[src/rtl/spi_xfer_arbiter.sv]
// spi_xfer_arbiter: round-robin arbiter and transaction sequencer that shares one
// SPI byte engine among N_REQ requesters and owns chip-select.
// Each transaction sends one address byte, then clocks in len read bytes (tx 8'h00).
// Optional feature macro: ARB_TIMEOUT_EN enables a per-byte engine watchdog driving o_err;
// without it o_err is tied low and WAIT waits indefinitely.
//
// state | meaning
// IDLE  | CS high, pick round-robin winner when any request is present
// GRANT | latch winner address/len, raise grant, pull CS low
// SEND  | pulse engine start with the tx byte
// WAIT  | wait for engine byte done (or watchdog expiry)
// GAP   | CS high, done pulsed on entry, hold CS_GAP cycles
module spi_xfer_arbiter #(
    parameter int          N_REQ   = 4,
    parameter int          CS_GAP  = 5,
    parameter logic [15:0] TIMEOUT = 16'd60000
) (
    input  logic               i_clk,
    input  logic               i_rst_n,
    input  logic [N_REQ-1:0]   i_req,
    input  logic [8*N_REQ-1:0] i_req_addr,
    input  logic [4*N_REQ-1:0] i_req_len,
    output logic [N_REQ-1:0]   o_gnt,
    output logic [7:0]         o_rx_data,
    output logic               o_rx_valid,
    output logic [N_REQ-1:0]   o_done,
    output logic               o_err,
    output logic               o_cs_n,
    output logic               o_eng_start,
    output logic [7:0]         o_eng_byte,
    input  logic               i_eng_done,
    input  logic [7:0]         i_eng_rx
);

    localparam int                IW       = $clog2(N_REQ);
    localparam logic [IW-1:0]     LAST_RST = IW'(N_REQ - 1);
    localparam logic [3:0]        GAP_LOAD = 4'(CS_GAP);
    localparam logic [N_REQ-1:0]  ONE_HOT0 = N_REQ'(1);

    typedef enum logic [2:0] {
        S_IDLE,
        S_GRANT,
        S_SEND,
        S_WAIT,
        S_GAP
    } state_t;

    state_t        state, state_nx;
    logic [IW-1:0] gnt_idx;      // doubles as last_gnt for the round-robin search
    logic [IW-1:0] winner;
    logic [IW-1:0] cand;
    logic          any_req;
    logic [7:0]    tx_byte;
    logic [3:0]    byte_cnt;
    logic [3:0]    gap_cnt;
    logic          addr_phase;
    logic          more;
    logic          wd_fire;

    // After the address byte, any nonzero count means data follows; after a data
    // byte the count is decremented, so one remaining means this was the last.
    assign more = addr_phase ? (byte_cnt != 4'd0) : (byte_cnt != 4'd1);

    // Round-robin search starting one past the last grant, wrapping modulo N_REQ.
    always_comb begin
        winner  = gnt_idx;
        cand    = gnt_idx;
        any_req = 1'b0;
        for (int i = 1; i <= N_REQ; i++) begin
            cand = IW'((int'(gnt_idx) + i) % N_REQ);
            if (!any_req && i_req[cand]) begin
                winner  = cand;
                any_req = 1'b1;
            end
        end
    end

`ifdef ARB_TIMEOUT_EN
    logic [15:0] wd_cnt;

    assign wd_fire = (wd_cnt == 16'd0);

    // Watchdog down-counter: reloaded on each engine start, runs while waiting for the byte.
    always_ff @(posedge i_clk or negedge i_rst_n) begin
        if (!i_rst_n) begin
            wd_cnt <= 16'd0;
            o_err  <= 1'b0;
        end else begin
            o_err <= (state == S_WAIT) && !i_eng_done && wd_fire;
            if (state == S_SEND) begin
                wd_cnt <= TIMEOUT - 16'd1;
            end else if (state == S_WAIT && !wd_fire) begin
                wd_cnt <= wd_cnt - 16'd1;
            end
        end
    end
`else
    assign wd_fire = 1'b0;
    assign o_err   = 1'b0;
`endif

    // State register.
    always_ff @(posedge i_clk or negedge i_rst_n) begin
        if (!i_rst_n) begin
            state <= S_IDLE;
        end else begin
            state <= state_nx;
        end
    end

    // Next-state logic.
    always_comb begin
        state_nx = state;
        case (state)
            S_IDLE:  if (any_req) state_nx = S_GRANT;
            S_GRANT: state_nx = S_SEND;
            S_SEND:  state_nx = S_WAIT;
            S_WAIT: begin
                if (i_eng_done) begin
                    state_nx = more ? S_SEND : S_GAP;
                end else if (wd_fire) begin
                    state_nx = S_GAP;
                end
            end
            S_GAP:   if (gap_cnt == 4'd1) state_nx = S_IDLE;
            default: state_nx = S_IDLE;
        endcase
    end

    // Registered datapath and outputs, advanced according to the current state.
    always_ff @(posedge i_clk or negedge i_rst_n) begin
        if (!i_rst_n) begin
            gnt_idx     <= LAST_RST;
            tx_byte     <= 8'h00;
            byte_cnt    <= 4'd0;
            gap_cnt     <= 4'd0;
            addr_phase  <= 1'b0;
            o_gnt       <= '0;
            o_rx_data   <= 8'h00;
            o_rx_valid  <= 1'b0;
            o_done      <= '0;
            o_cs_n      <= 1'b1;
            o_eng_start <= 1'b0;
            o_eng_byte  <= 8'h00;
        end else begin
            o_rx_valid  <= 1'b0;
            o_done      <= '0;
            o_eng_start <= 1'b0;
            case (state)
                S_IDLE: begin
                    if (any_req) gnt_idx <= winner;
                end
                S_GRANT: begin
                    o_gnt      <= ONE_HOT0 << gnt_idx;
                    o_cs_n     <= 1'b0;
                    tx_byte    <= i_req_addr[{gnt_idx, 3'b000} +: 8];
                    byte_cnt   <= i_req_len[{gnt_idx, 2'b00} +: 4];
                    addr_phase <= 1'b1;
                end
                S_SEND: begin
                    o_eng_start <= 1'b1;
                    o_eng_byte  <= tx_byte;
                end
                S_WAIT: begin
                    if (i_eng_done) begin
                        addr_phase <= 1'b0;
                        if (!addr_phase) begin
                            o_rx_data  <= i_eng_rx;
                            o_rx_valid <= 1'b1;
                            byte_cnt   <= byte_cnt - 4'd1;
                        end
                        if (more) begin
                            tx_byte <= 8'h00;
                        end else begin
                            o_gnt   <= '0;
                            o_cs_n  <= 1'b1;
                            o_done  <= o_gnt;
                            gap_cnt <= GAP_LOAD;
                        end
                    end else if (wd_fire) begin
                        o_gnt   <= '0;
                        o_cs_n  <= 1'b1;
                        o_done  <= o_gnt;
                        gap_cnt <= GAP_LOAD;
                    end
                end
                S_GAP: begin
                    gap_cnt <= gap_cnt - 4'd1;
                end
                default: ;
            endcase
        end
    end

endmodule

[config.mk]
export PLATFORM = sky130hd
export DESIGN_NAME = spi_xfer_arbiter
export DESIGN_NICKNAME = d
export VERILOG_FILES = /design/src/rtl/spi_xfer_arbiter.sv
export SDC_FILE = /design/constraint.sdc
export NUM_CORES = 1
export LEC_CHECK = 0
export CORE_ASPECT_RATIO = 0.5
export CORE_UTILIZATION = 60
export DETAILED_ROUTE_END_ITERATION = 16
export DONT_BUFFER_PORTS = 1
export GPL_TIMING_DRIVEN = 0
export PLACE_DENSITY = 0.76
export SLEW_MARGIN = 20
export SYNTH_ARGS = -nofsm -noshare
export SYNTH_HDL_FRONTEND = slang
export SYNTH_SLANG_ARGS = --single-unit
[constraint.sdc]
create_clock -name i_clk -period 5.05 [get_ports i_clk]
set_input_delay 1.01 -clock i_clk [delete_from_list [all_inputs] [get_ports i_clk]]
set_output_delay 1.01 -clock i_clk [all_outputs]
set_load 0.03 [all_outputs]
==> key figures, run 1 <==
Layout
  – Nets: between 200 and 300
  – Final core occ: roughly 70%
  – Fillers: between 200 and 300
  – Ratio of cells with drive above 1 in the final layout: around a quarter
  – Ant. Diodes: 0
  – Final cell count without fillers: about 260
  – Post-route cell area: approximately 2800 sq um
  – Area Growth Syn to Fin: 6.98%

Floorplan
  – Core footprint: about 4000 sq um
  – Starting Density: approximately 65%
  – Die ar.: roughly 4600 sq um
  – Die Height: 48.7 um
  – Die width: ~95 um
  – Site row count: 16
  – # IOs: 91

Detailed routing
  – Vias: approximately 1,700
  – Total routed wirelength: 4960 um
  – Pre-antenna DRT Iters: 4
  – Starting DRC count in detailed routing: 64
  – DR DRC count: 0
  – Post-DRT Antenna Nets: 0
  – Via/cell ratio: between 6 and 7
  – Routed len/inst: 19.0 um

Clock tree
  – Longest Clk Path Bufs: 2
  – CTS tree: yes
  – CTS H-tree depth: 2
  – Cts repair resizes: 0
  – Post-CTS Setup Bufs: 0
  – Number of buffers created by CTS: 5
  – Cts hold-fix bufs: 0
  – Clk_lat worst skew: 0.31 ns
  – Worst-path clk slew: 0.09 ns
  – Clk root buf: clkbuf_8
  – Clock Sinks: 49

Worst setup path
  – CP arrival: around 3.1 ns
  – Req. time, crit path: 5.28 ns
  – Worst r2r src: gnt_idx[1]$_DFFE_PN1P_
  – R2R Path End: gnt_idx[1]$_DFFE_PN1P_
  – WS Path Type: flip-flop to flip-flop
  – Reg2Reg Depth: 8
  – CP Max Fanout: 10
  – Startpoint types: flip-flop
  – Critical Path End Type: flip-flop
  – Flop2flop setup slack: 2.13 ns

Pwr
  – Sequential Power Share: 44.8%
  – Sw Ratio: around two fifths
  – Share of total power in combinational logic: between 40% and 50%
  – Int Power: between 0.001 and 0.0015 W
  – NetSw: 0.000784 W
  – Lkg Pwr: roughly 1.3 nW
  – Clock group share of total power: ~15%
  – P per Cell Area: ~670 nW/um^2
  – Worst IR Drop VDD: between 200 and 300 uV

Synth
  – Yosys reg bits: between 40 and 50
  – Gate Count Post-Synth: ~200
  – Top cell type's share of synthesized area: a little over two fifths
  – Synth area leaders: dfrtp_1 44%, mux4_2 8.6%, mux2_2 7.7%
  – Post-synth top area cell: dfrtp_1
  – Ys async rst share: 100%
  – Ys Warns: 0
  – Primary FF master, synth: dfrtp_1
  – Unique masters post-synth: 48
  – Post-Syn Area: around 2600 sq um
  – Commonest cells in the netlist: 46 x dfrtp_1, 18 x mux2_2, 13 x a22o_1, 10 x mux4_2
  – EDFF count, synth: 0
  – Syn_nets: between 200 and 300
  – Mean cell area of the mapped netlist: ~13 sq um
  – Top-count cell post-synth: dfrtp_1
  – Post-synthesis sequential area ratio: ~47%

Timing
  – Tcrit/Tclk final: between 50 and 60%
  – Final hold violations: 0
  – RSZ-0062 raised after global routing: false
  – Finish-stage setup viols: 0
  – Setup TNS: 0 ns
  – Layout Skew: ~0.0038 ns
  – F_max: between 300 and 400 MHz
  – Final Max Tran Viols: 0
  – Max_slew headroom: between 60 and 70%
  – Minimum clock period: approximately 2.9 ns
  – Worst slew pin tran: roughly 0.57 ns

Placement
  – Area of placed instances: between 2000 and 3000 sq um
  – Placed cells: about 250
  – GP Congestion: 0.781
  – DP Wirelength: between 3000 and 4000 um
  – IO Port Bufs: 0

Status
  – Run status: finished, final reports clean

GRT
  – Initial antenna violation count: 0
  – Pin count of the biggest net entering global routing: 50
  – Number of global-route vias before repair: around 1,700
  – Total grt overflow: 0
  – Total GRT Usage: 24.1%
  – First-pass GRT wire length: between 8000 and 9000 um

Worst hold path
  – Min-Delay Path Class: input port to async pin

Flow run
  – Max Cap Viol: 0
## layout by cell type (no fill, tap or decap), types with 2 or more instances in the layout
master / count
nor3_1: 8
a22o_1: 13
o21ai_0: 4
a21oi_1: 4
inv_1: 8
mux4_1: 6
buf_2: 5
o31ai_1: 2
mux4_2: 10
a31oi_1: 2
nor2_1: 8
a21o_1: 4
mux2_2: 18
ha_1: 8
dfrtp_1: 46
o22ai_1: 2
nand2_1: 5
clkbuf_1: 2
nor3b_1: 2
buf_4: 2
and2_1: 6
clkbuf_8: 5
nand2b_1: 5
dfstp_2: 3
o2bb2ai_1: 2
## critical path: stages (launching register included)
cell and delay, ns:
dfstp_2 0.55, buf_2 0.24, buf_1 0.48, inv_1 0.19, ha_1 0.47, mux4_2 0.41
nor3_1 0.28, nand2b_1 0.14, a22oi_1 0.08
## metrics by stage
| stage | setup WS [ns] | hold slack (ns) | total power (W) |
|---|---|---|---|
| 3_3_place_gp | 2.24 | 0.478 | 0.00156 |
| 3_5_place_dp | 2.18 | 0.484 | 0.00160 |
| 6_report | 2.13 | 0.384 | 0.00188 |
| 4_1_cts | 2.15 | 0.377 | 0.00188 |
| 5_1_grt | 2.01 | 0.365 | 0.00200 |
| 2_1_floorplan | 2.67 | 0.460 | 0.00144 |
## flip-flops by register name, indices dropped and copies added, names as in the netlist
| register | cells |
|---|---|
| gnt_idx | 2 |
| o_done | 4 |
| byte_cnt | 4 |
| tx_byte | 8 |
| o_rx_data | 8 |
| o_rx_valid | 1 |
| gap_cnt | 4 |
| o_gnt | 4 |
| o_cs_n | 1 |
| state | 3 |
| addr_phase | 1 |
| o_eng_start | 1 |
| o_eng_byte | 8 |
## power groups by stage
stage,registers (W),clock network [W],logic [W]
6_report,0.000841,0.000284,0.000752
3_3_place_gp,0.000842,0,0.000718
3_5_place_dp,0.000849,0,0.000753
4_1_cts,0.000841,0.000288,0.000755
5_1_grt,0.000867,0.000305,0.000831
2_1_floorplan,0.000817,0,0.000626
## layout make-up
| type | instances | area, sq um | area share, % |
|---|---|---|---|
| multi-input cells | 130 | 1290 | 46.0 |
| flip-flops and latches | 49 | 1230 | 43.9 |
| clock buffers | 5 | 68.8 | 2.46 |
| plain buffers | 12 | 67.6 | 2.41 |
| well taps | 54 | 67.6 | 2.41 |
| clock inverters | 3 | 46.3 | 1.65 |
| inverters | 8 | 30.0 | 1.07 |
## how the worst max path moves through the flow
stage,from,to,slack [ns],cells past startpoint
2_1_floorplan,gnt_idx[1]$_DFFE_PN1P_,gnt_idx[1]$_DFFE_PN1P_,2.67,8
3_3_place_gp,gnt_idx[1]$_DFFE_PN1P_,gnt_idx[1]$_DFFE_PN1P_,2.24,8
3_5_place_dp,gnt_idx[1]$_DFFE_PN1P_,gnt_idx[1]$_DFFE_PN1P_,2.18,8
4_1_cts,gnt_idx[1]$_DFFE_PN1P_,gnt_idx[1]$_DFFE_PN1P_,2.15,8
5_1_grt,gnt_idx[1]$_DFFE_PN1P_,gnt_idx[1]$_DFFE_PN1P_,2.01,8
6_report,gnt_idx[1]$_DFFE_PN1P_,gnt_idx[1]$_DFFE_PN1P_,2.13,8
## cell families after synthesis
kind of cell | count (synthesis) | synth area share [%]
buf+inv | 20 | 3.73
simple gates | 45 | 10.6
mux | 35 | 22.8
xor+xnor | 1 | 0.335
compound gates | 40 | 11.6
flops | 49 | 47.0
fa+ha+maj | 8 | 3.83
other cells | 1 | 0.143
## routing by layer
| layer | track usage (%) | wire length, um | share of wire (%) |
|---|---|---|---|
| met1 | 30.2 | 2030 | 41 |
| met2 | 39.5 | 2370 | 48 |
| met3 | 7.55 | 463 | 9.3 |
| met4 | 9.20 | 96 | 1.9 |
| met5 | 0 | 0 | 0 |
No activity file was read; power rests on OpenSTA's default activity.
==> inputs of run 2 (changes only) <==
--- a/config.mk
+++ b/config.mk
@@ -6,11 +6,11 @@
 export NUM_CORES = 1
 export LEC_CHECK = 0
 export CORE_ASPECT_RATIO = 0.5
-export CORE_UTILIZATION = 60
+export CORE_UTILIZATION = 57
 export DETAILED_ROUTE_END_ITERATION = 16
 export DONT_BUFFER_PORTS = 1
 export GPL_TIMING_DRIVEN = 0
-export PLACE_DENSITY = 0.76
+export PLACE_DENSITY = 0.75
 export SLEW_MARGIN = 20
 export SYNTH_ARGS = -nofsm -noshare
 export SYNTH_HDL_FRONTEND = slang
==> constraint.sdc (replaced) <==
create_clock -name i_clk -period 2.35 [get_ports i_clk]
set_input_delay 0.47 -clock i_clk [delete_from_list [all_inputs] [get_ports i_clk]]
set_output_delay 0.47 -clock i_clk [all_outputs]
set_load 0.03 [all_outputs]
==> key figures, run 2 (synthesis gave the netlist of run 1 again) <==
Floorplan
  – # IOs: 91 (unchanged)
  – Site row count: 16 (unchanged)
  – Die Height: 49.9 um (was 48.7 um)
  – Starting Density: 63.1% (was 64.7%)
  – Die width: 97.8 um (was 95.4 um)
  – Die ar.: 4880 sq um (was 4640 sq um)
  – Core footprint: 4140 sq um (was 4040 sq um)

Placement
  – GP Congestion: 0.833 (was 0.781)
  – DP Wirelength: 3700 um (was 3680 um)
  – Area of placed instances: 2690 sq um (was 2680 sq um)
  – IO Port Bufs: 0 (unchanged)

Pwr
  – Lkg Pwr: 1.31 nW (was 1.28 nW)
  – P per Cell Area: 1420 nW/um^2 (was 671 nW/um^2)
  – Worst IR Drop VDD: 673 uV (was 298 uV)
  – Tot Pwr: 0.00408 W (was 0.00188 W)

Detailed routing
  – Routed len/inst: 19.0 um (about the same)
  – DR DRC count: 10 (was 0)
  – Vias: 1,698 (was 1,675)
  – Post-DRT Antenna Nets: 0 (unchanged)
  – Total routed wirelength: 5050 um (was 4960 um)
  – Starting DRC count in detailed routing: 73 (was 64)
  – Via/cell ratio: 6.38 (was 6.42)
  – Pre-antenna DRT Iters: 12 (was 4)

Timing
  – Minimum clock period: 2.27 ns (was 2.92 ns)
  – Setup TNS: 0 ns (unchanged)
  – Final hold violations: 0 (unchanged)
  – Worst slew pin tran: 0.540 ns (was 0.569 ns)
  – Finish-stage setup viols: 0 (unchanged)
  – Final Max Tran Viols: 0 (unchanged)
  – F_max: 440 MHz (was 343 MHz)
  – Layout Skew: 0.00755 ns (was 0.00381 ns)
  – Tcrit/Tclk final: 96.6% (was 57.7%)
  – Max_slew headroom: 63.9% (was 62.1%)

Worst setup path
  – Crit-path slowest cell: dfstp_2 (unchanged)
  – Critical-path cell list: buf_8, buf_12, clkinvlp_4, ha_4, mux4_2, o31ai_1, a22oi_1 (was buf_2, buf_1, inv_1, ha_1, mux4_2, nor3_1, nand2b_1, a22oi_1)
  – Biggest cell delay along the critical path: 0.57 ns (was 0.55 ns)
  – CP arrival: 2.49 ns (was 3.14 ns)
  – Startpoint types: flip-flop (unchanged)
  – Req. time, crit path: 2.57 ns (was 5.28 ns)
  – WS Path Type: flip-flop to flip-flop (unchanged)
  – Critical Path End Type: flip-flop (unchanged)
  – Top delay family on crit path: flip-flops (was buffers and inverters)
  – CP Max Fanout: 10 (unchanged)
  – CP Buf/Inv Count: 3 (unchanged)

GRT
  – Initial antenna violation count: 0 (unchanged)
  – Pin count of the biggest net entering global routing: 50 (unchanged)
  – First-pass GRT wire length: 8250 um (was 8180 um)
  – Total grt overflow: 0 (unchanged)
  – Number of global-route vias before repair: 1,684 (was 1,727)
  – Total GRT Usage: 22.1% (was 24.1%)

Layout
  – Ratio of cells with drive above 1 in the final layout: 29.7% (was 26.1%)
  – Final core occ: 69.5% (was 69.2%)
  – Nets: 282 (was 277)
  – Largest regs: o_eng_byte: 8 flops, o_rx_data: 8 flops, tx_byte: 8 flops (unchanged)
  – Ant. Diodes: 0 (unchanged)
  – Area Growth Syn to Fin: 10.1% (was 6.98%)
  – Post-route cell area: 2880 sq um (was 2800 sq um)
  – Most frequent cells in the layout: 46 x dfrtp_1, 18 x mux2_2, 13 x a22o_1, 10 x mux4_2, 8 x nor2_1 (was 46 x dfrtp_1, 18 x mux2_2, 13 x a22o_1, 10 x mux4_2)
  – Commonest non-fill, non-tap cell in the layout: dfrtp_1 (unchanged)

Clock tree
  – Number of buffers created by CTS: 5 (unchanged)
  – CTS tree: yes (unchanged)
  – CTS H-tree depth: 2 (unchanged)
  – Clock Sinks: 49 (unchanged)
  – Longest Clk Path Bufs: 2 (unchanged)
  – Clk_lat worst skew: 0.30 ns (was 0.31 ns)
  – Clk root buf: clkbuf_8 (unchanged)
  – Worst-path clk slew: 0.10 ns (was 0.09 ns)

Status
  – Failing checks: DRC
  – Run status: complete, but fails checks (was finished, final reports clean)

Worst hold path
  – Min-Delay Path Class: input port to async pin (unchanged)

Flow run
  – Max Cap Viol: 0 (unchanged)
[run 2: worst paths after layout]
check,start,slack (ns),cells past startpoint,to
max,gnt_idx[0]$_DFFE_PN1P_,0.08,7,gnt_idx[1]$_DFFE_PN1P_
min,i_rst_n,0.002,1,o_rx_data[4]$_DFFE_PN0P_
max reg2reg,gnt_idx[0]$_DFFE_PN1P_,0.08,7,gnt_idx[1]$_DFFE_PN1P_
min reg2reg,tx_byte[6]$_DFFE_PN0P_,0.51,1,tx_byte[6]$_DFFE_PN0P_
max in group asynchronous,i_rst_n,2.09,1,o_cs_n$_DFFE_PN1P_
min in group i_clk,i_eng_rx[0],0.31,1,o_rx_data[0]$_DFFE_PN0P_
[run 2: cell type report]
type / instances / area (sq um)
sequential: 49 / 1230
inverter: 8 / 33.8
clock inverter: 3 / 26.3
buffer: 11 / 82.6
multi-input combinational: 130 / 1310
timing repair buffer: 6 / 65.1
fill: 295 / 1260
clock buffer: 5 / 68.8
tap: 54 / 67.6
[run 2: through the flow]
| stage | hold WS, ns | std cells | setup slack (ns) |
|---|---|---|---|
| floorplan | 0.174 | 199 | 0.132 |
| global placement | 0.176 | 253 | -0.170 |
| detailed placement | 0.175 | 253 | -0.217 |
| CTS | 0.00669 | 261 | 0.0482 |
| global route | 0.00580 | 266 | -0.0182 |
| finish | 0.00178 | 266 | 0.0795 |
[run 2: repair_timing]
| item | CTS | global route |
|---|---|---|
| hold buffers | 1 | 0 |
| buffers inserted | 0 | 5 |
| resized for setup | 5 | 4 |
| setup endpoints to repair | 3 | 2 |
| endpoints found under the hold margin | 49 | 0 |
[run 2: metal layers]
metal	GRT usage (%)	share of wire [%]	vias up
li1	-	-	766
met5	0	0	-
met4	3.03	0.50	0
met3	8.37	8.6	4
met2	36.8	47	82
met1	28.6	43	846
[run 2: where the power goes]
part           total (W)  switching (W)  internal [W]
Combinational    0.00174       0.000815      0.000920
Sequential       0.00183       0.000627       0.00120
Clock           0.000513       0.000297      0.000217
Total            0.00408        0.00174       0.00234
